`src/rtl/fetch_stage_pkg.sv`:
```
// Shared pipeline definitions: word width, fetch constants and the IF/ID
// register layout that the decode stage also consumes.
package fetch_stage_pkg;

  localparam int unsigned WORD_WIDTH = 32;

  localparam logic [WORD_WIDTH-1:0] RESET_PC  = 32'd0;
  localparam logic [WORD_WIDTH-1:0] NOP_INSTR = 32'd0;
  localparam logic [WORD_WIDTH-1:0] PC_STEP   = 32'd4;

  typedef struct packed {
    logic [WORD_WIDTH-1:0] pc;
    logic [WORD_WIDTH-1:0] instruction;
    logic                  valid;
  } if_id_t;

  // Instruction addresses are word aligned; the low two bits are discarded.
  function automatic logic [WORD_WIDTH-1:0] word_align(input logic [WORD_WIDTH-1:0] addr);
    return {addr[WORD_WIDTH-1:2], 2'b00};
  endfunction

endpackage

```
`src/rtl/fetch_stage_if.sv`:
```
// Fetch-stage boundary: hazard/branch controls, instruction-memory port and
// the IF/ID register outputs toward decode.
interface fetch_stage_if;
  import fetch_stage_pkg::*;

  logic                  freeze;
  logic                  branch_taken;
  logic [WORD_WIDTH-1:0] branch_addr;
  logic [WORD_WIDTH-1:0] instruction_in;
  logic [WORD_WIDTH-1:0] pc_out;
  logic [WORD_WIDTH-1:0] if_id_pc;
  logic [WORD_WIDTH-1:0] if_id_instruction;
  logic                  if_id_valid;

  modport master (
    input  freeze, branch_taken, branch_addr, instruction_in,
    output pc_out, if_id_pc, if_id_instruction, if_id_valid
  );

  modport slave (
    output freeze, branch_taken, branch_addr, instruction_in,
    input  pc_out, if_id_pc, if_id_instruction, if_id_valid
  );

endinterface

```
`src/rtl/fetch_stage_pc_register.sv`:
```
// Program counter: synchronous reset, redirect load, hold, and sequential
// advance by PC_STEP (modulo 2^32).
module pc_register #(
  parameter logic [31:0] RESET_PC = fetch_stage_pkg::RESET_PC,
  parameter logic [31:0] PC_STEP  = fetch_stage_pkg::PC_STEP
) (
  input  logic        clk,
  input  logic        rst,
  input  logic        hold,
  input  logic        load,
  input  logic [31:0] load_addr,
  output logic [31:0] pc
);
  import fetch_stage_pkg::*;

  // NOTE: state registers use non-blocking assignment so every flop samples
  // pre-edge values regardless of process evaluation order.
  always_ff @(posedge clk) begin
    if (rst) begin
      pc <= RESET_PC;
    end else if (load) begin
      pc <= word_align(load_addr);
    end else if (!hold) begin
      pc <= pc + PC_STEP;
    end
  end

endmodule

```
`src/rtl/fetch_stage.sv`:
```
// MIPS instruction-fetch stage: drives the PC to instruction memory and
// captures the returned word into the IF/ID register.
module fetch_stage #(
  parameter logic [31:0] RESET_PC  = fetch_stage_pkg::RESET_PC,
  parameter logic [31:0] NOP_INSTR = fetch_stage_pkg::NOP_INSTR,
  parameter logic [31:0] PC_STEP   = fetch_stage_pkg::PC_STEP
) (
  input  logic          clk,
  input  logic          rst,
  fetch_stage_if.master bus
);
  import fetch_stage_pkg::*;

  logic [WORD_WIDTH-1:0] pc;
  logic [WORD_WIDTH-1:0] pc_seq;
  if_id_t                if_id_q;

  // A taken branch overrides freeze, so the PC only holds when not redirecting.
  pc_register #(
    .RESET_PC (RESET_PC),
    .PC_STEP  (PC_STEP)
  ) u_pc_register (
    .clk       (clk),
    .rst       (rst),
    .hold      (bus.freeze),
    .load      (bus.branch_taken),
    .load_addr (bus.branch_addr),
    .pc        (pc)
  );

  assign pc_seq = pc + PC_STEP;

  // NOTE: the whole IF/ID register is reset to a bubble so decode never sees
  // stale contents as a valid instruction.
  always_ff @(posedge clk) begin
    if (rst || bus.branch_taken) begin
      if_id_q <= '{pc: '0, instruction: NOP_INSTR, valid: 1'b0};
    end else if (!bus.freeze) begin
      if_id_q <= '{pc: pc_seq, instruction: bus.instruction_in, valid: 1'b1};
    end
  end

  assign bus.pc_out            = pc;
  assign bus.if_id_pc          = if_id_q.pc;
  assign bus.if_id_instruction = if_id_q.instruction;
  assign bus.if_id_valid       = if_id_q.valid;

endmodule

```
`src/flat_wrapper.sv`:
```
// flat-port wrapper written by rule: the top's interface ports become plain ports
module fetch_stage_flat import fetch_stage_pkg::*;
#(
  parameter logic [31:0] RESET_PC  = fetch_stage_pkg::RESET_PC,
  parameter logic [31:0] NOP_INSTR = fetch_stage_pkg::NOP_INSTR,
  parameter logic [31:0] PC_STEP   = fetch_stage_pkg::PC_STEP
)
  (clk, rst, bus_freeze, bus_branch_taken, bus_branch_addr, bus_instruction_in, bus_pc_out, bus_if_id_pc, bus_if_id_instruction, bus_if_id_valid);
  fetch_stage_if bus_i ();
  input  logic clk;
  input  logic rst;
  input wire logic [$bits(bus_i.freeze)-1:0] bus_freeze;
  input wire logic [$bits(bus_i.branch_taken)-1:0] bus_branch_taken;
  input wire logic [$bits(bus_i.branch_addr)-1:0] bus_branch_addr;
  input wire logic [$bits(bus_i.instruction_in)-1:0] bus_instruction_in;
  output wire logic [$bits(bus_i.pc_out)-1:0] bus_pc_out;
  output wire logic [$bits(bus_i.if_id_pc)-1:0] bus_if_id_pc;
  output wire logic [$bits(bus_i.if_id_instruction)-1:0] bus_if_id_instruction;
  output wire logic [$bits(bus_i.if_id_valid)-1:0] bus_if_id_valid;
  assign bus_i.freeze = bus_freeze;
  assign bus_i.branch_taken = bus_branch_taken;
  assign bus_i.branch_addr = bus_branch_addr;
  assign bus_i.instruction_in = bus_instruction_in;
  assign bus_pc_out = bus_i.pc_out;
  assign bus_if_id_pc = bus_i.if_id_pc;
  assign bus_if_id_instruction = bus_i.if_id_instruction;
  assign bus_if_id_valid = bus_i.if_id_valid;
  fetch_stage #(.RESET_PC(RESET_PC), .NOP_INSTR(NOP_INSTR), .PC_STEP(PC_STEP)) u_core (.clk(clk), .rst(rst), .bus(bus_i));
endmodule
```
`config.mk`:
```
export PLATFORM = sky130hd
export DESIGN_NAME = fetch_stage_flat
export DESIGN_NICKNAME = d
export VERILOG_FILES = /design/src/rtl/fetch_stage_pkg.sv /design/src/rtl/fetch_stage_if.sv /design/src/rtl/fetch_stage_pc_register.sv /design/src/rtl/fetch_stage.sv /design/src/flat_wrapper.sv
export SDC_FILE = /design/constraint.sdc
export NUM_CORES = 1
export LEC_CHECK = 0
export CAP_MARGIN = 15
export CORE_UTILIZATION = 47
export DETAILED_ROUTE_END_ITERATION = 6
export PLACE_DENSITY = 0.89
export SLEW_MARGIN = 30
export SYNTH_ARGS = -nofsm -noshare
export SYNTH_HDL_FRONTEND = slang
export SYNTH_SLANG_ARGS = --single-unit
```
`constraint.sdc`:
```
create_clock -name clk -period 3.11 [get_ports clk]
set_input_delay 0.4665 -clock clk [delete_from_list [all_inputs] [get_ports clk]]
set_output_delay 0.4665 -clock clk [all_outputs]
set_load 0.03 [all_outputs]
```
* After elaboration in Yosys (flattened, before gate mapping)
Index checks and enable logic that the tools add are counted.
** Storage, ports and cells
- Memory bits (writable) :: 0
- Logic and storage cells :: 11
- Memories kept :: 0
- Output and inout port bits :: 97
- Bits of input ports :: 68
- Bits in latches :: 0
- Flip-flop bits (word level) :: 97
- Bits in read-only memories :: 0
** Operators by class
- Shift operators :: 0
- Reductions and logical operators :: 2
- Multipliers :: 0
- Divide/modulo/power cells :: 0
- Bitwise logic cells :: 0
- Add/sub/neg operators :: 1
- Multiplexer cells :: 2
- Equal/unequal tests :: 1
- $lt $le $gt $ge :: 0
** Operator list (count)
- $mux 32 :: 2
- $add 32x3->32 const B :: 1
- $ne 2x1->1 const B :: 1
- $reduce_or 2->1 :: 1
- $logic_or 1x1->1 :: 1

* Logic depth before layout (Yosys ltp)
Gate-level depths: netlist of the first run.
- Word-level depth :: 3
- Gate-level depth with buffers :: 7
- Mapped depth without buffers :: 6

* Cells and area by module
Synthesis of the first run repeated with hierarchy kept, for this count alone.
** Unflattened totals
- Cell total of the unflattened synthesis :: 522
- Area total of the unflattened synthesis :: 4580.6 um^2
** Modules (own cells, without submodules)
- fetch_stage :: cells an instance 302, sequential area each 1301.2 um^2, area an instance 2801.4 um^2, instances 1
- pc_register :: cells an instance 220, sequential area each 600.6 um^2, area an instance 1779.2 um^2, instances 1

* Worst setup path after synthesis of the first run
OpenSTA, ideal clock, no wires.
- Path type :: register to register
- From :: register u_core.u_pc_register.pc[2]
- To :: register u_core.u_pc_register.pc[28]
- Clock period less this slack :: 1.998 ns
- Setup slack :: 1.112 ns
- Arrival time :: 1.913 ns
- Data required time :: 3.024 ns
- Setup time :: 0.086 ns
- Buffers on the path :: 0
- Stages on the path, launching flop included :: 7
- Cells stage by stage :: dfxtp_1 > ha_1 > nand4_1 > nor3_2 > nand4_1 > xor2_1 > a211oi_1
** On the way
- Longest elaborated chain between the ends :: 3
** Ends and longest elaborated chain
- start, declared :: line fetch_stage_pc_register.sv:12 : output logic [31:0] pc
- start signal, assigned :: line fetch_stage_pc_register.sv:22 : pc <= word_align(load_addr);
- start signal, assigned :: line fetch_stage_pc_register.sv:24 : pc <= pc + PC_STEP;
- $add 32x3->32 :: line fetch_stage_pc_register.sv:24
- $mux 32 :: line fetch_stage_pc_register.sv:23 : end else if (!hold) begin
- $mux 32 :: line fetch_stage_pc_register.sv:21 : end else if (load) begin
No other way between the ends. The select of a mux whose other input is x is not followed.
A chain may end at the register's enable or synchronous reset.

* Worst setup path in the final report of the first run
Ends and elaborated chain as after synthesis.

==> results.toml, run 1 <==
[status]
status = "finished, final reports clean"

[floorplan]
core_region_area_sq_um = 8720
initial_core_util = 0.484
die_x_microns = 96.7
die_area_sq_um = 9350
pin_count = 165
die_h_microns = 96.7
rows = 34

[power]
netSwitchingFraction = 0.272
ir_worst_vdd_mv = 0.259
cellPowerDensity_nw_per_um2 = 458
pwr-share-seq = 0.470
p_int_mw = 2.03
p_clk_frac = 0.352
p_leak_nw = 2.27
power_switching_mw = 0.759
power_frac_comb = 0.178
power_mw = 2.79

[finish]
nFillCells = 649
area_growth_pct = 44.7
multi_input_area_sq_um = 2170
antenna_cells = 0
seq_area_sq_um = 1860
fin_nets = 693
fin_util = 0.699
drive_above_1_share = 0.0588

[yosys]
ys_seq_elements = 93
seq_area_frac_synth = 0.442
avgSynthCellArea_sq_um = 8.75
ys_warn_count = 0
synth-edff-count = 0
async_flop_share = 0
yosysUniqueCellTypes = 42
postSynthCellCount = 482
ys.flop_type = "dfxtp_1"
syn_area_sq_um = 4220

[global_route]
grt_antenna_before_repair = 0
grt_use_total = 0.262
grt_pass1_vias = 4063
grt_pass1_wl_mm = 19.9
grt_max_degree = 38
grt-ovfl-total = 0

[drt]
via_per_inst = 5.49
vias = 4046
drt_iter0_drc = 255
post_drt_wl_per_cell_microns = 16.7
drc = 0
drt-total-wl_mm = 12.3
drtPass1Iterations = 5
ant_nets = 0

[setup_path]
r2r-end = "u_core.u_pc_register.pc[28]"
cp_slowest_cell = "nor3_2"
critPathMaxStageDelay_ns = 0.58
cp.arrival_ns = 2.61
crit_path_cell_trace = "ha_1 > nand4_1 > nor3_2 > nand4_1 > xor2_1 > a211oi_1"
path_max_fanout = 8
cp-start-kind = "flop"
reg2reg_slack_ns = 0.76
end_kind = "flop"
cp_num_buf_inv = 0
crit_required_ns = 3.37
cp_top_family = "simple AND/OR/NAND/NOR gates"
reg2reg_from = "u_core.u_pc_register.pc[2]"
cp-startpoint = "u_core.u_pc_register.pc[2]"
critPathKind = "flop to flop"
cp_common_cell = "nand4_1"
worst-r2r-cell-count = 6

[timing]
setup_viol = 0
relSlewSlack = 0.552
finalCritPeriodShare = 0.756
final.setup.tns_ns = 0
worstMarginPinSlew_ns = 0.671
max_freq_mhz = 426
rsz0062_at_grt = "no"
drv_slew = 0
worst_clock_skew_ns = 0.00880
post-route-min-period_ns = 2.35
finalHoldViolCount = 0

[placed_design]
io_buffers = 158
gp_congestion = 0.867
place_hpwl_mm = 8.91

[hold_path]
holdPathStages = 1
hold_path_startpoint = "u_core.bus.if_id_valid"
hold_path_class = "flop to flop"
holdPathEnd = "u_core.bus.if_id_valid"

[clock_tree]
insertion_delay_ns = 0.35
ctsHtreeMaxLevel = 3
cts.path.max_buffers = 2
clk_pin_slew_ns = 0.09
tritoncts = "done"
cts.repair.resized = 0
hold_buffers = 0
cts_num_sinks = 93
cts_setup_buffers = 0
cts_made_buffers = 9
cts_root_buffer = "clkbuf_8"

[run]
cap_violations = 0
==> cell type report <==
cell class / instances / share of cell area
clock buffer: 10 / 0.0226
clock inverter: 6 / 0.0181
inverter: 4 / 0.00246
multi-input combinational: 347 / 0.355
sequential: 93 / 0.305
tap: 108 / 0.0222
timing repair buffer: 169 / 0.274
==> power groups by stage <==
stage / combinational, mW / clock (mW) / sequential (mW)
3_5_place_dp: 0.495 / 0 / 1.34
5_1_grt: 0.527 / 1.04 / 1.32
2_1_floorplan: 0.179 / 0 / 1.42
6_report: 0.497 / 0.983 / 1.31
3_3_place_gp: 0.484 / 0 / 1.33
4_1_cts: 0.498 / 0.991 / 1.31
==> routing by layer <==
metal / share of wire / vias to the layer above / GRT usage
met5: 0 / - / 0
met4: 0.018 / 0 / 0.0999
met3: 0.10 / 20 / 0.0947
met2: 0.49 / 202 / 0.450
met1: 0.39 / 1891 / 0.296
li1: - / 1933 / -
==> synthesized netlist by cell type, types with 2 or more instances <==
cell       n  area (sq um)
o21ai_0   24           120
nor2_1    74           278
nand4_1   13          81.3
xor2_1    30           263
nand3b_1   2          15.0
o22ai_1    4          25.0
nand3_1   17          85.1
and3_1     8          50.1
xnor2_1   19           166
buf_4      6          45.0
nor3_2     2          20.0
inv_1      4          15.0
nor2b_1    2          12.5
nor4_2     2          25.0
a21oi_1   35           175
and4_1     2          17.5
dfxtp_1   93          1860
and2_1     2          12.5
nor3_1     8          40.0
nor4_1     2          12.5
clkbuf_1  26          97.6
buf_2      5          25.0
nand2_1   28           105
buf_1      4          15.0
mux2i_1   38           380
a211oi_1  16           120
==> logic make-up (layout without fill, tap and decap cells) <==
logic type      count (synthesis)  count (layout)  share of synthesized area
xor+xnor                       49              49                      0.102
flops                          93              93                      0.442
mux                            38              38                     0.0902
simple gates                  170             170                      0.201
other cells                     1               4                   0.000889
buf+inv                        45             189                     0.0469
fa+ha+maj                       1               1                    0.00297
compound gates                 85              85                      0.115
==> state kept, by name (all words and copies together) (netlist names) <==
register and count:
u_core.u_pc_register.pc 30, u_core.bus.if_id_valid 1, u_core.bus.if_id_pc 30, u_core.bus.if_id_instruction 32
==> worst max-delay path by stage <==
stage	endpoint	slack, ns	cells past startpoint
after global placement	u_core.u_pc_register.pc[31]	0.92	4
final	u_core.u_pc_register.pc[28]	0.76	6
after detailed placement	u_core.u_pc_register.pc[25]	0.90	6
after CTS	u_core.u_pc_register.pc[28]	0.81	6
after floorplan	u_core.u_pc_register.pc[28]	1.11	6
after global routing	u_core.u_pc_register.pc[28]	0.69	6
==> through the flow <==
step	setup slack, ns	instance area, sq um	instances	hold slack [ns]
after global placement	0.924	5850	721	0.445
after CTS	0.811	6100	737	0.474
after floorplan	1.11	4230	485	0.592
after global routing	0.688	6100	737	0.497
after detailed placement	0.900	5850	721	0.459
final	0.760	6100	737	0.472
==> worst reg2reg max path: stages (launching register included) <==
cell      delay (ns)
dfxtp_1         0.49
ha_1            0.30
nand4_1         0.25
nor3_2          0.58
nand4_1         0.20
xor2_1          0.18
a211oi_1        0.25
==> cell usage in the layout, fill, tap and decap left out, types with 10 or more instances in the layout <==
| cell | synthesis | routed |
|---|---|---|
| buf_4 | 6 | 10 |
| mux2i_1 | 38 | 38 |
| dfxtp_1 | 93 | 93 |
| xnor2_1 | 19 | 19 |
| a21oi_1 | 35 | 35 |
| nand3_1 | 17 | 17 |
| nand2_1 | 28 | 28 |
| clkbuf_8 | 0 | 10 |
| clkdlybuf4s50_1 | 0 | 157 |
| nand4_1 | 13 | 13 |
| nor2_1 | 74 | 74 |
| xor2_1 | 30 | 30 |
| a211oi_1 | 16 | 16 |
| o21ai_0 | 24 | 24 |
(Power assumes the default switching activity.)
==> run 2, diff against run 1 <==
--- a/config.mk
+++ b/config.mk
@@ -6,9 +6,9 @@
 export NUM_CORES = 1
 export LEC_CHECK = 0
 export CAP_MARGIN = 15
-export CORE_UTILIZATION = 47
+export CORE_UTILIZATION = 40
 export DETAILED_ROUTE_END_ITERATION = 6
-export PLACE_DENSITY = 0.89
+export PLACE_DENSITY = 0.81
 export SLEW_MARGIN = 30
 export SYNTH_ARGS = -nofsm -noshare
 export SYNTH_HDL_FRONTEND = slang
==> constraint.sdc (replaced) <==
create_clock -name clk -period 2.1 [get_ports clk]
set_input_delay 0.315 -clock clk [delete_from_list [all_inputs] [get_ports clk]]
set_output_delay 0.315 -clock clk [all_outputs]
set_load 0.03 [all_outputs]
==> run 2 against run 1 <==
Against the previous run:
- first-iteration DRC count decreased by 15%
- flip-flop and latch count did not move
- critical endpoint is now bus_pc_out[7]
- register-to-register slack worse by 0.59 ns
- power up 41%
- clock-buffer cell count is 1 higher
- final cell count increased by 6.8%
- critical path depth shrank 4
- sequential share of layout area decreased by 0.72 points
- final area rose by 2.6%
- largest power group unchanged
- wire length grew 0.42%
==> results.toml, run 2 (synthesis gave the netlist of run 1 again) <==
[status]
status = "finished, final reports clean"

[finish]
final_common_cell = "clkdlybuf4s50_1"
drive_above_1_share = 0.0952
antenna_cells = 0
fin_nets = 715
area_growth_pct = 48.5
largest_reg_flops = 32
mostFrequentLayoutCells = "157 x clkdlybuf4s50_1, 90 x dfxtp_1, 74 x nor2_1"
fin_cells = 787

[placed_design]
place_ws_ns = 0.175
gp_congestion = 0.843
place_hpwl_mm = 9.10
post-place-cells = 770
io_buffers = 158

[floorplan]
core_region_area_sq_um = 10300
rows = 37
die_h_microns = 105
die_area_sq_um = 11000
pin_count = 165
initial_core_util = 0.410
die_x_microns = 105

[power]
power_mw = 3.95
p_leak_nw = 2.36
ir_worst_vdd_mv = 0.421
cellPowerDensity_nw_per_um2 = 630

[clock_tree]
cts_num_sinks = 93
cts_made_buffers = 9
hold_buffers = 0
clk_pin_slew_ns = 0.10
cts_root_buffer = "clkbuf_8"
insertion_delay_ns = 0.37
ctsHtreeMaxLevel = 3
tritoncts = "done"
cts.path.max_buffers = 2

[drt]
via_per_inst = 5.14
vias = 4049
ant_nets = 0
post_drt_wl_per_cell_microns = 15.7
drt_iter0_drc = 217
drtPass1Iterations = 4
drt-total-wl_mm = 12.3
drc = 0

[timing]
worst_clock_skew_ns = 0.0147
finalCritPeriodShare = 0.926
relSlewSlack = 0.627
layout_setup_ws_ns = 0.155
finalHoldViolCount = 0
final.setup.tns_ns = 0
post-route-min-period_ns = 1.94
whs_ns = 0.426
worstMarginPinSlew_ns = 0.560
drv_slew = 0
setup_viol = 0
max_freq_mhz = 514
rsz0062_at_grt = "no"

[global_route]
grt_pass1_wl_mm = 19.8
grt_max_degree = 41
grt_pass1_vias = 4124
grt-ovfl-total = 0
grt_antenna_before_repair = 0
grt_use_total = 0.227

[hold_path]
hold_path_class = "input port to flop"

[run]
cap_violations = 0

[setup_path]
cp.arrival_ns = 1.63
cp_slowest_cell = "clkdlybuf4s50_1"
crit_required_ns = 1.78
path_max_fanout = 8
end_kind = "primary output"
critPathMaxStageDelay_ns = 0.69
reg2reg_slack_ns = 0.17
critPathKind = "flop to primary output"
crit_path_cell_trace = "buf_4 > clkdlybuf4s50_1"
cp-start-kind = "flop"
-- run 2: path summary, 6_finish.rpt --
| check | start | to | cells past startpoint |
|---|---|---|---|
| min | bus_freeze | u_core.bus.if_id_pc[16] | 4 |
| min reg2reg | u_core.bus.if_id_valid | u_core.bus.if_id_valid | 1 |
| max reg2reg | u_core.u_pc_register.pc[10] | u_core.u_pc_register.pc[27] | 6 |
| max | u_core.u_pc_register.pc[7] | bus_pc_out[7] | 2 |
-- run 2: layer usage --
layer / vias up / global-route usage / routed length [microns]
li1: 1983 / - / -
met1: 1872 / 0.262 / 5080
met2: 175 / 0.370 / 5750
met3: 19 / 0.0917 / 1270
met4: 0 / 0.0976 / 228
met5: - / 0 / 0
-- run 2: layout make-up --
type | instances | area [sq um]
clock buffers | 11 | 141
flip-flops and latches | 93 | 1870
clock inverters | 5 | 60.1
inverters | 4 | 15.0
multi-input cells | 347 | 2170
fillers | 868 | 4020
well taps | 136 | 170
repair buffers | 191 | 1840
-- run 2: per-stage QoR --
stage / util / instance area [sq um]
after floorplan: - / 4230
after global placement: 0.588 / 6040
after detailed placement: 0.588 / 6040
after CTS: 0.608 / 6250
after global routing: 0.609 / 6260
final: 0.609 / 6260
-- run 2: power by group --
part	switching [mW]	leakage, nW	internal, mW
clock	0.653	0.0995	0.586
combinational	0.418	1.50	0.374
sequential	0.0721	0.763	1.84
-- run 2: critical path: cells and delay by family, from the launching register on --
kind | cells | cell delay, ns
buffers and inverters | 2 | 0.87
DFF | 1 | 0.39
-- run 2: timing repair --
action,in CTS,in global routing
setup buffers,0,1
setup endpoints to repair,0,10
gates resized for setup,0,4
==> run 3, diff against run 2 <==
--- a/config.mk
+++ b/config.mk
@@ -6,10 +6,11 @@
 export NUM_CORES = 1
 export LEC_CHECK = 0
 export CAP_MARGIN = 15
-export CORE_UTILIZATION = 40
+export CORE_UTILIZATION = 44
 export DETAILED_ROUTE_END_ITERATION = 6
-export PLACE_DENSITY = 0.81
+export PLACE_DENSITY = 0.85
 export SLEW_MARGIN = 30
 export SYNTH_ARGS = -nofsm -noshare
 export SYNTH_HDL_FRONTEND = slang
 export SYNTH_SLANG_ARGS = --single-unit
+export TNS_END_PERCENT = 50
==> constraint.sdc (replaced) <==
create_clock -name clk -period 2 [get_ports clk]
set_input_delay 0.3 -clock clk [delete_from_list [all_inputs] [get_ports clk]]
set_output_delay 0.3 -clock clk [all_outputs]
set_load 0.03 [all_outputs]
==> run 3 against run 2 <==
Against the previous run:
- critical path depth is 5 higher
- power increased by 11%
- first-iteration DRC count down 0.46%
- wire length increased by 0.82%
- clock skew fell by 0.0041 ns
- global-route usage increased by 2.7 points
- hold slack gained 0.022 ns
- non-clock buffer count increased by 7
- highest routed layer unchanged
==> results.toml, run 3 (synthesis gave the netlist of run 1 again) <==
[drt]
via_per_inst = 5.32
ant_nets = 0
drtPass1Iterations = 5
drc = 0
vias = 4186
post_drt_wl_per_cell_microns = 15.8
drt-total-wl_mm = 12.4
drt_iter0_drc = 216

[finish]
antenna_cells = 0
multi_input_area_sq_um = 2190
fin_nets = 722
area_growth_pct = 51.8
mostFrequentLayoutCells = "157 x clkdlybuf4s50_1, 88 x dfxtp_1, 74 x nor2_1"
largest_reg_flops = 32
final_area_sq_um = 6400
final_common_cell = "clkdlybuf4s50_1"
drive_above_1_share = 0.112
nFillCells = 689
seq_area_sq_um = 1870

[setup_path]
worst-r2r-cell-count = 7
critPathKind = "flop to flop"
cp.arrival_ns = 2.18
end_kind = "flop"
path_max_fanout = 8
cp-start-kind = "flop"
reg2reg_from = "u_core.u_pc_register.pc[3]"
crit_path_cell_trace = "ha_2 > nand4_1 > nor3_2 > buf_4 > nand4_1 > xnor2_1 > a211oi_1"
cp_common_cell = "nand4_1"
crit_required_ns = 2.27
cp_slowest_cell = "dfxtp_2"
critPathMaxStageDelay_ns = 0.38
reg2reg_slack_ns = 0.09
r2r-end = "u_core.u_pc_register.pc[30]"

[global_route]
grt_pass1_wl_mm = 19.9
grt-ovfl-total = 0
grt_use_total = 0.254
grt_max_degree = 45
grt_antenna_before_repair = 0
grt_pass1_vias = 4207

[clock_tree]
insertion_delay_ns = 0.37
ctsHtreeMaxLevel = 3
cts_num_sinks = 93
clk_pin_slew_ns = 0.09
tritoncts = "done"
cts.path.max_buffers = 2
cts_made_buffers = 9
hold_buffers = 0
cts_root_buffer = "clkbuf_8"

[floorplan]
pin_count = 165
die_x_microns = 99.9
initial_core_util = 0.456
die_area_sq_um = 9980
core_region_area_sq_um = 9240
rows = 35
die_h_microns = 99.9

[power]
ir_worst_vdd_mv = 0.368
p_leak_nw = 2.44
cellPowerDensity_nw_per_um2 = 687

[placed_design]
place_hpwl_mm = 9.17
place_ws_ns = 0.0465
placed_area_sq_um = 6110
gp_congestion = 0.896
io_buffers = 158

[timing]
max_freq_mhz = 523
worst_clock_skew_ns = 0.0107
post-route-min-period_ns = 1.91
drv_slew = 0
layout_setup_ws_ns = 0.0880
worstMarginPinSlew_ns = 0.579
finalCritPeriodShare = 0.956
setup_viol = 0
relSlewSlack = 0.614
finalHoldViolCount = 0

[hold_path]
holdPathEnd = "u_core.bus.if_id_pc[16]"
hold_path_class = "input port to flop"
hold_path_startpoint = "bus_freeze"
holdPathStages = 4

[status]
status = "finished, final reports clean"

[run]
cap_violations = 0
[run 3: how the worst max path moves through the flow]
stage | endpoint | depth (start not counted) | start | slack (ns)
2_1_floorplan | u_core.u_pc_register.pc[28] | 6 | u_core.u_pc_register.pc[2] | 0.002
3_3_place_gp | u_core.bus.if_id_pc[20] | 6 | u_core.u_pc_register.pc[3] | 0.19
3_5_place_dp | u_core.u_pc_register.pc[18] | 6 | u_core.u_pc_register.pc[3] | 0.05
4_1_cts | u_core.u_pc_register.pc[30] | 7 | u_core.u_pc_register.pc[3] | 0.02
5_1_grt | u_core.u_pc_register.pc[30] | 7 | u_core.u_pc_register.pc[3] | -0.003
6_report | u_core.u_pc_register.pc[30] | 7 | u_core.u_pc_register.pc[3] | 0.09
[run 3: worst max-delay path, delay by kind of cell, from the launching register on]
kind,cells,cell delay (ns)
xor gates and xnor gates,1,0.14
adders and majority gates,1,0.24
AOI/OAI and AO/OA,1,0.26
buffers and inverters,1,0.18
and+or+nand+nor,3,0.61
DFF,1,0.38
[run 3: repair_timing]
action	CTS	global route
gates resized for setup	1	8
setup endpoints to repair	1	7
hold endpoints to repair	0	0
buffers inserted	0	1
pin swaps	0	2
[run 3: area by class of cell]
cell class | count | share of cell area
flip-flops and latches | 93 | 0.292
repair buffers | 198 | 0.299
well taps | 129 | 0.0252
inverters | 4 | 0.00235
clock inverters | 6 | 0.0172
multi-input cells | 347 | 0.343
clock buffers | 10 | 0.0215
[run 3: layer usage]
metal | part of all wire | vias up | track usage | routed length (microns)
li1 | - | 1987 | - | -
met1 | 0.40 | 1954 | 0.290 | 5020
met2 | 0.47 | 210 | 0.428 | 5850
met3 | 0.094 | 35 | 0.0752 | 1170
met4 | 0.031 | 0 | 0.135 | 384
met5 | 0 | - | 0 | 0
[run 3: stage by stage]
stage	utilization	std cells	hold slack, ns	TNS, ns	total power, mW
after floorplan	-	485	0.443	0	2.48
after global placement	0.662	770	0.444	0	2.88
after detailed placement	0.662	770	0.445	0	2.90
after CTS	0.689	786	0.430	0	4.42
after global routing	0.692	787	0.464	-0.00314	4.55
final	0.692	787	0.448	0	4.40
[run 3: power breakdown]
group	total, mW	leakage, nW	switching (mW)	internal, mW
Combinational	0.861	1.56	0.453	0.409
Clock	1.53	0.119	0.668	0.862
Sequential	2.00	0.764	0.0684	1.94
